===== config.mk =====
export PLATFORM = sky130hd
export DESIGN_NAME = csr_bram_loader
export DESIGN_NICKNAME = d
export VERILOG_FILES = /design/src/rtl/csr_pkg.sv /design/src/rtl/csr_line_packer.sv /design/src/rtl/csr_bram_loader.sv
export SDC_FILE = /design/constraint.sdc
export NUM_CORES = 2
export LEC_CHECK = 0
export BUFFER_PORTS_ARGS = -buffer_cell sky130_fd_sc_hd__buf_2
export CAP_MARGIN = 20
export CORE_MARGIN = 2
export CORE_UTILIZATION = 35
export DETAILED_ROUTE_END_ITERATION = 10
export GPL_ROUTABILITY_DRIVEN = 1
export PLACE_DENSITY_LB_ADDON = 0.08
export SETUP_SLACK_MARGIN = 0.2
export SLEW_MARGIN = 20
export SYNTH_ARGS = -nofsm -noshare
export SYNTH_HDL_FRONTEND = slang
export SYNTH_SLANG_ARGS = --single-unit

===== constraint.sdc =====
create_clock -name clk -period 3.5 [get_ports clk]
set_clock_uncertainty 0.05 [all_clocks]
set_input_delay 0.35 -clock clk [delete_from_list [all_inputs] [get_ports clk]]
set_output_delay 0.35 -clock clk [all_outputs]
set_load 0.01 [all_outputs]

===== src/rtl/csr_pkg.sv =====
// Shared constants for the CSR automaton memory: line geometry and default capacity.
package csr_pkg;
    localparam int ADDR_W             = 20;
    localparam int LINE_W             = 512;
    localparam int SIZE_RANGE_DEFAULT = 33432;
endpackage


===== src/rtl/csr_line_packer.sv =====
// Assembles WORD_W stream words into one LINE_W line, word 0 in the LSBs.
module csr_line_packer
    import csr_pkg::*;
#(
    parameter int WORD_W = 32
) (
    input  logic              clk,
    input  logic              reset,
    input  logic              clear,
    input  logic              load,
    input  logic [WORD_W-1:0] data,
    output logic [LINE_W-1:0] line_next,
    output logic              line_full
);
    localparam int LANES  = LINE_W / WORD_W;
    localparam int LANE_W = (LANES > 1) ? $clog2(LANES) : 1;

    logic [LANE_W-1:0] lane;
    logic [LINE_W-1:0] line_q;

    // line_next already contains the incoming word so the top can capture a full line on the last transfer.
    always_comb begin
        line_next = line_q;
        line_next[int'(lane)*WORD_W +: WORD_W] = data;
    end

    assign line_full = load && (lane == LANE_W'(LANES - 1));

    always_ff @(posedge clk or negedge reset) begin
        if (!reset) begin
            lane   <= '0;
            line_q <= '0;
        end else if (clear) begin
            lane <= '0;
        end else if (load) begin
            line_q <= line_next;
            lane   <= line_full ? '0 : lane + LANE_W'(1);
        end
    end
endmodule


===== src/rtl/csr_bram_loader.sv =====
// Loads line_count 512-bit CSR lines from a word stream into the automaton BRAM write port.
module csr_bram_loader
    import csr_pkg::*;
#(
    parameter int SIZE_RANGE = SIZE_RANGE_DEFAULT,
    parameter int WORD_W     = 32
) (
    input  logic              clk,
    input  logic              reset,
    input  logic              start,
    input  logic [ADDR_W-1:0] line_count,
    input  logic [WORD_W-1:0] s_data,
    input  logic              s_valid,
    output logic              s_ready,
    output logic [ADDR_W-1:0] bram_addr,
    output logic [LINE_W-1:0] bram_din,
    output logic              bram_we,
    output logic              busy,
    output logic              done,
    output logic              err,
    output logic [ADDR_W-1:0] lines_written,
    output logic [1:0]        state_dbg
);
    typedef enum logic [1:0] {
        IDLE    = 2'd0,
        COLLECT = 2'd1,
        WRITE   = 2'd2,
        DONE    = 2'd3
    } state_t;

    localparam logic [ADDR_W-1:0] MAX_LINES = ADDR_W'(SIZE_RANGE);

    state_t            state, state_next;
    logic [ADDR_W-1:0] line_idx;
    logic [ADDR_W-1:0] count_q;
    logic              start_ok;
    logic              xfer;
    logic              line_full;
    logic              last_line;
    logic [LINE_W-1:0] line_next;

    // Handshake: a word moves on a rising edge where s_valid and s_ready are both 1; s_ready depends only on state.
    assign s_ready   = (state == COLLECT);
    assign bram_we   = (state == WRITE);
    assign busy      = (state == COLLECT) || (state == WRITE);
    assign done      = (state == DONE);
    assign state_dbg = state;
    assign xfer      = s_valid && s_ready;
    assign start_ok  = start && (line_count != '0) && (line_count <= MAX_LINES);
    assign last_line = (line_idx == count_q - ADDR_W'(1));

    csr_line_packer #(.WORD_W(WORD_W)) u_packer (
        .clk       (clk),
        .reset     (reset),
        .clear     ((state == IDLE) && start_ok),
        .load      (xfer),
        .data      (s_data),
        .line_next (line_next),
        .line_full (line_full)
    );

    always_ff @(posedge clk or negedge reset) begin
        if (!reset) state <= IDLE;
        else        state <= state_next;
    end

    always_comb begin
        state_next = state;
        case (state)
            IDLE:    if (start_ok) state_next = COLLECT;
            COLLECT: if (line_full) state_next = WRITE;
            WRITE:   state_next = last_line ? DONE : COLLECT;
            DONE:    state_next = IDLE;
            default: state_next = IDLE;
        endcase
    end

    always_ff @(posedge clk or negedge reset) begin
        if (!reset) begin
            line_idx      <= '0;
            count_q       <= '0;
            lines_written <= '0;
            bram_addr     <= '0;
            bram_din      <= '0;
            err           <= 1'b0;
        end else begin
            case (state)
                IDLE: begin
                    if (start_ok) begin
                        err           <= 1'b0;
                        lines_written <= '0;
                        line_idx      <= '0;
                        count_q       <= line_count;
                    end else if (start) begin
                        err <= 1'b1;
                    end
                end
                // Capture address and data on the last transfer so WRITE follows it by exactly one cycle.
                COLLECT: begin
                    if (line_full) begin
                        bram_din  <= line_next;
                        bram_addr <= line_idx;
                    end
                end
                WRITE: begin
                    lines_written <= lines_written + ADDR_W'(1);
                    if (!last_line) line_idx <= line_idx + ADDR_W'(1);
                end
                default: ;
            endcase
        end
    end
endmodule


==> metrics.txt <==
status finished clean; Setup WS post-layout 457.6 ps; Clk pin slew, worst setup/hold paths 60 ps; Post-Synthesis Cell Area 46520 um^2; Pleak 26.81 nW; I/O Buffers 614; Avg WL per Cell 21.85 um; sequential power share 0.423; IO Pins 615; net count after synthesis 5108; drt total wl 161.4 mm; post-placement worst setup slack 311.3 ps; Crit. End Element flip-flop; synthesis warning total 0; Yosys cell types 59; Switching Share 0.3061; CTS H-tree depth 4; fin crit share 0.8693; total power 33.99 mW; crit start category flip-flop; Bufs on Longest Clock Path 3; Util after Layout 0.4282; critical path class reg -> reg; Final setup viols 0; sw power 10.41 mW; worst slew pin tran 825.5 ps; vias in the first global route 34.97k; CTS tree done; Die Span Y 368.6 um; Pwr per Cell Area 603.1 nW/um^2; post-synthesis sequential area ratio 0.5977; slowest stage cell on the critical path or4_4; Post-Synthesis Cells 5041; placed cell count 7135; Comb pwr share 0.171; gr usage total 0.2371; post-route cell area 56370 um^2; gr ovfl total 0; area grow syn2layout 21.17%; final hold slack 115.4 ps; Top delay family on crit path simple AND/OR/NAND/NOR gates; Required @ worst endpoint 4100 ps; most frequent cells in the layout 1190 x nand2_1, 1111 x dfrtp_1, 1002 x o21ai_0; final hold vios 0; Syn Area/Cell 9.228 um^2; CP Data Arrival Time 3640 ps; Worst path max stage delay 610 ps; first-pass GRT wire length 240.2 mm; Clock Latency Late Sink 760 ps; Main synth FF type dfrtp_1; Die ar. 135800 um^2; layout cell share with drive strength beyond 1 0.1827; DR vias/cell 4.959; largest fanout on the critical path 40; initial DRC count 2699; crit-path cells or4_4 > nor3_4 > nand3_1 > nor4_1 > nor3_2 > nor4_4 > buf_12 > nor2_1 > mux2_4; Rows 133; Hold Crit Class in -> reg; Nets 5599; total CTS buffers 132; Max Cap Viol 0; root buffer cell clkbuf_16; fillers 13.07k; RSZ-0062 raised after global routing false; largest net degree at the start of global routing 135; initial antenna violation count 15; DP Wirelength 108.3 mm; DRT antenna net count 0; ys async rst share 1.000; most common cell after layout, fill and taps aside nand2_1; relative slew slack 0.4497; Core ar. 131600 um^2; Die X 368.6 um; placed inst area 51860 um^2; Clock power frac 0.406; Peak supply drop 0.0004603 V; vias 36.64k; WP buf/inv 1; Initial Utilization 0.3534; Setup Fix Bufs, Post-CTS 0; post-route setup TNS 0 ps; Remaining DRCs 0; final RePlAce weighted congestion 0.8262; Synth Register Bits 1111; non-filler cells, final 7389; clk sinks 1111; Max Transition Viols Final 0; post-route minimum period 3042 ps; internal power 23.59 mW; Post-synth EDFFs 0; DRT Pass-1 Iters 5; Max Clock Freq 0.3287 GHz
[Yosys cell counts, types with 3 or more instances]
cell type | count | share of area
nand3_1 | 22 | 0.0024
clkbuf_1 | 326 | 0.026
nor3_1 | 20 | 0.0022
nor4_1 | 6 | 0.00081
a31oi_1 | 6 | 0.00081
o21a_1 | 3 | 0.00048
buf_6 | 3 | 0.00073
a21oi_1 | 425 | 0.046
or2_2 | 6 | 0.00081
ha_1 | 11 | 0.0030
nand2b_1 | 5 | 0.00067
mux2_1 | 15 | 0.0036
o21ai_1 | 20 | 0.0022
or4_1 | 7 | 0.0011
and4_1 | 3 | 0.00056
a211o_1 | 3 | 0.00056
nand4_1 | 19 | 0.0026
a221o_1 | 3 | 0.00065
buf_2 | 15 | 0.0016
o211ai_1 | 3 | 0.00048
o31ai_1 | 8 | 0.0013
or2_1 | 9 | 0.0012
and2_1 | 6 | 0.00081
nor2b_1 | 8 | 0.0011
buf_1 | 51 | 0.0041
dfrtp_1 | 1111 | 0.60
or3_1 | 22 | 0.0030
nand2_1 | 1201 | 0.097
nor2_1 | 442 | 0.036
xor2_1 | 23 | 0.0043
o21ai_0 | 1002 | 0.11
mux2_2 | 49 | 0.012
inv_1 | 15 | 0.0012
and3_1 | 7 | 0.00094
xnor2_1 | 16 | 0.0030
nand4b_1 | 3 | 0.00056
mux2i_1 | 118 | 0.025
[tightest hold or removal path, stage by stage]
cell	delay (ps)
buf_2	280
nand2_1	170
o21ai_0	80
[state kept, by name, indices dropped and copies added (netlist names)]
signal and count:
lines_written 20, bram_addr 20, bram_din 512, count_q 20
err 1, u_packer.line_q 512, line_idx 20, state_dbg 2
u_packer.lane 4
[cells by family after synthesis]
group | after synthesis | share of synthesized area
and+or+nand+nor | 1800 | 0.1544
DFF | 1111 | 0.5977
muxes | 183 | 0.04121
xor gates and xnor gates | 39 | 0.007343
adders and majority gates | 11 | 0.002959
AOI/OAI and AO/OA | 1486 | 0.1624
buffers and inverters | 411 | 0.03405
[cell type report]
type / instances / area (um^2) / area share
repair buffers: 752 / 4752 / 0.08431
clock inverters: 32 / 409.1 / 0.007259
multi-input cells: 3519 / 17240 / 0.3058
well taps: 1755 / 2196 / 0.03896
inverters: 16 / 60.06 / 0.001066
diodes: 6 / 15.01 / 0.0002664
clock buffers: 198 / 3894 / 0.06908
flip-flops and latches: 1111 / 27800 / 0.4932
[final timing paths]
| path | start | end | slack, ps | cells after the start |
|---|---|---|---|---|
| worst max register to register | count_q[4]$_DFFE_PN0N_ | line_idx[0]$_DFFE_PN0P_ | 460 | 9 |
| min in group asynchronous | reset | u_packer.line_q[303]$_DFFE_PN0P_ | 130 | 2 |
| max in group asynchronous | reset | lines_written[12]$_DFFE_PN0P_ | 2050 | 4 |
| worst min-delay path | s_data[7] | u_packer.line_q[487]$_DFFE_PN0P_ | 120 | 3 |
| worst max-delay path | count_q[4]$_DFFE_PN0N_ | line_idx[0]$_DFFE_PN0P_ | 460 | 9 |
| worst min register to register | bram_din[146]$_DFFE_PN0P_ | bram_din[146]$_DFFE_PN0P_ | 420 | 2 |
[routing by layer]
| layer | global-route usage | up-vias | share of wire |
|---|---|---|---|
| met5 | 0 | - | 0 |
| met4 | 0.07614 | 0 | 0.027 |
| met3 | 0.04117 | 185 | 0.051 |
| met2 | 0.3548 | 897 | 0.44 |
| met1 | 0.3478 | 17680 | 0.48 |
| li1 | - | 17880 | - |
[what timing repair did]
| action | in CTS | in global routing |
|---|---|---|
| hold buffers | 18 | 0 |
| hold endpoints to repair | 101 | 0 |
| resized for setup | 0 | 2 |
| endpoints found under the setup margin | 0 | 24 |
[power groups by stage]
stage | clock [mW] | combinational [mW] | sequential, mW
2_1_floorplan | 0 | 3.46 | 14.4
3_5_place_dp | 0 | 5.86 | 14.6
6_report | 13.8 | 5.80 | 14.4
4_1_cts | 14.2 | 5.89 | 14.4
3_3_place_gp | 0 | 5.82 | 14.6
5_1_grt | 14.7 | 6.53 | 14.5
Power figures use the tool's default switching activity.
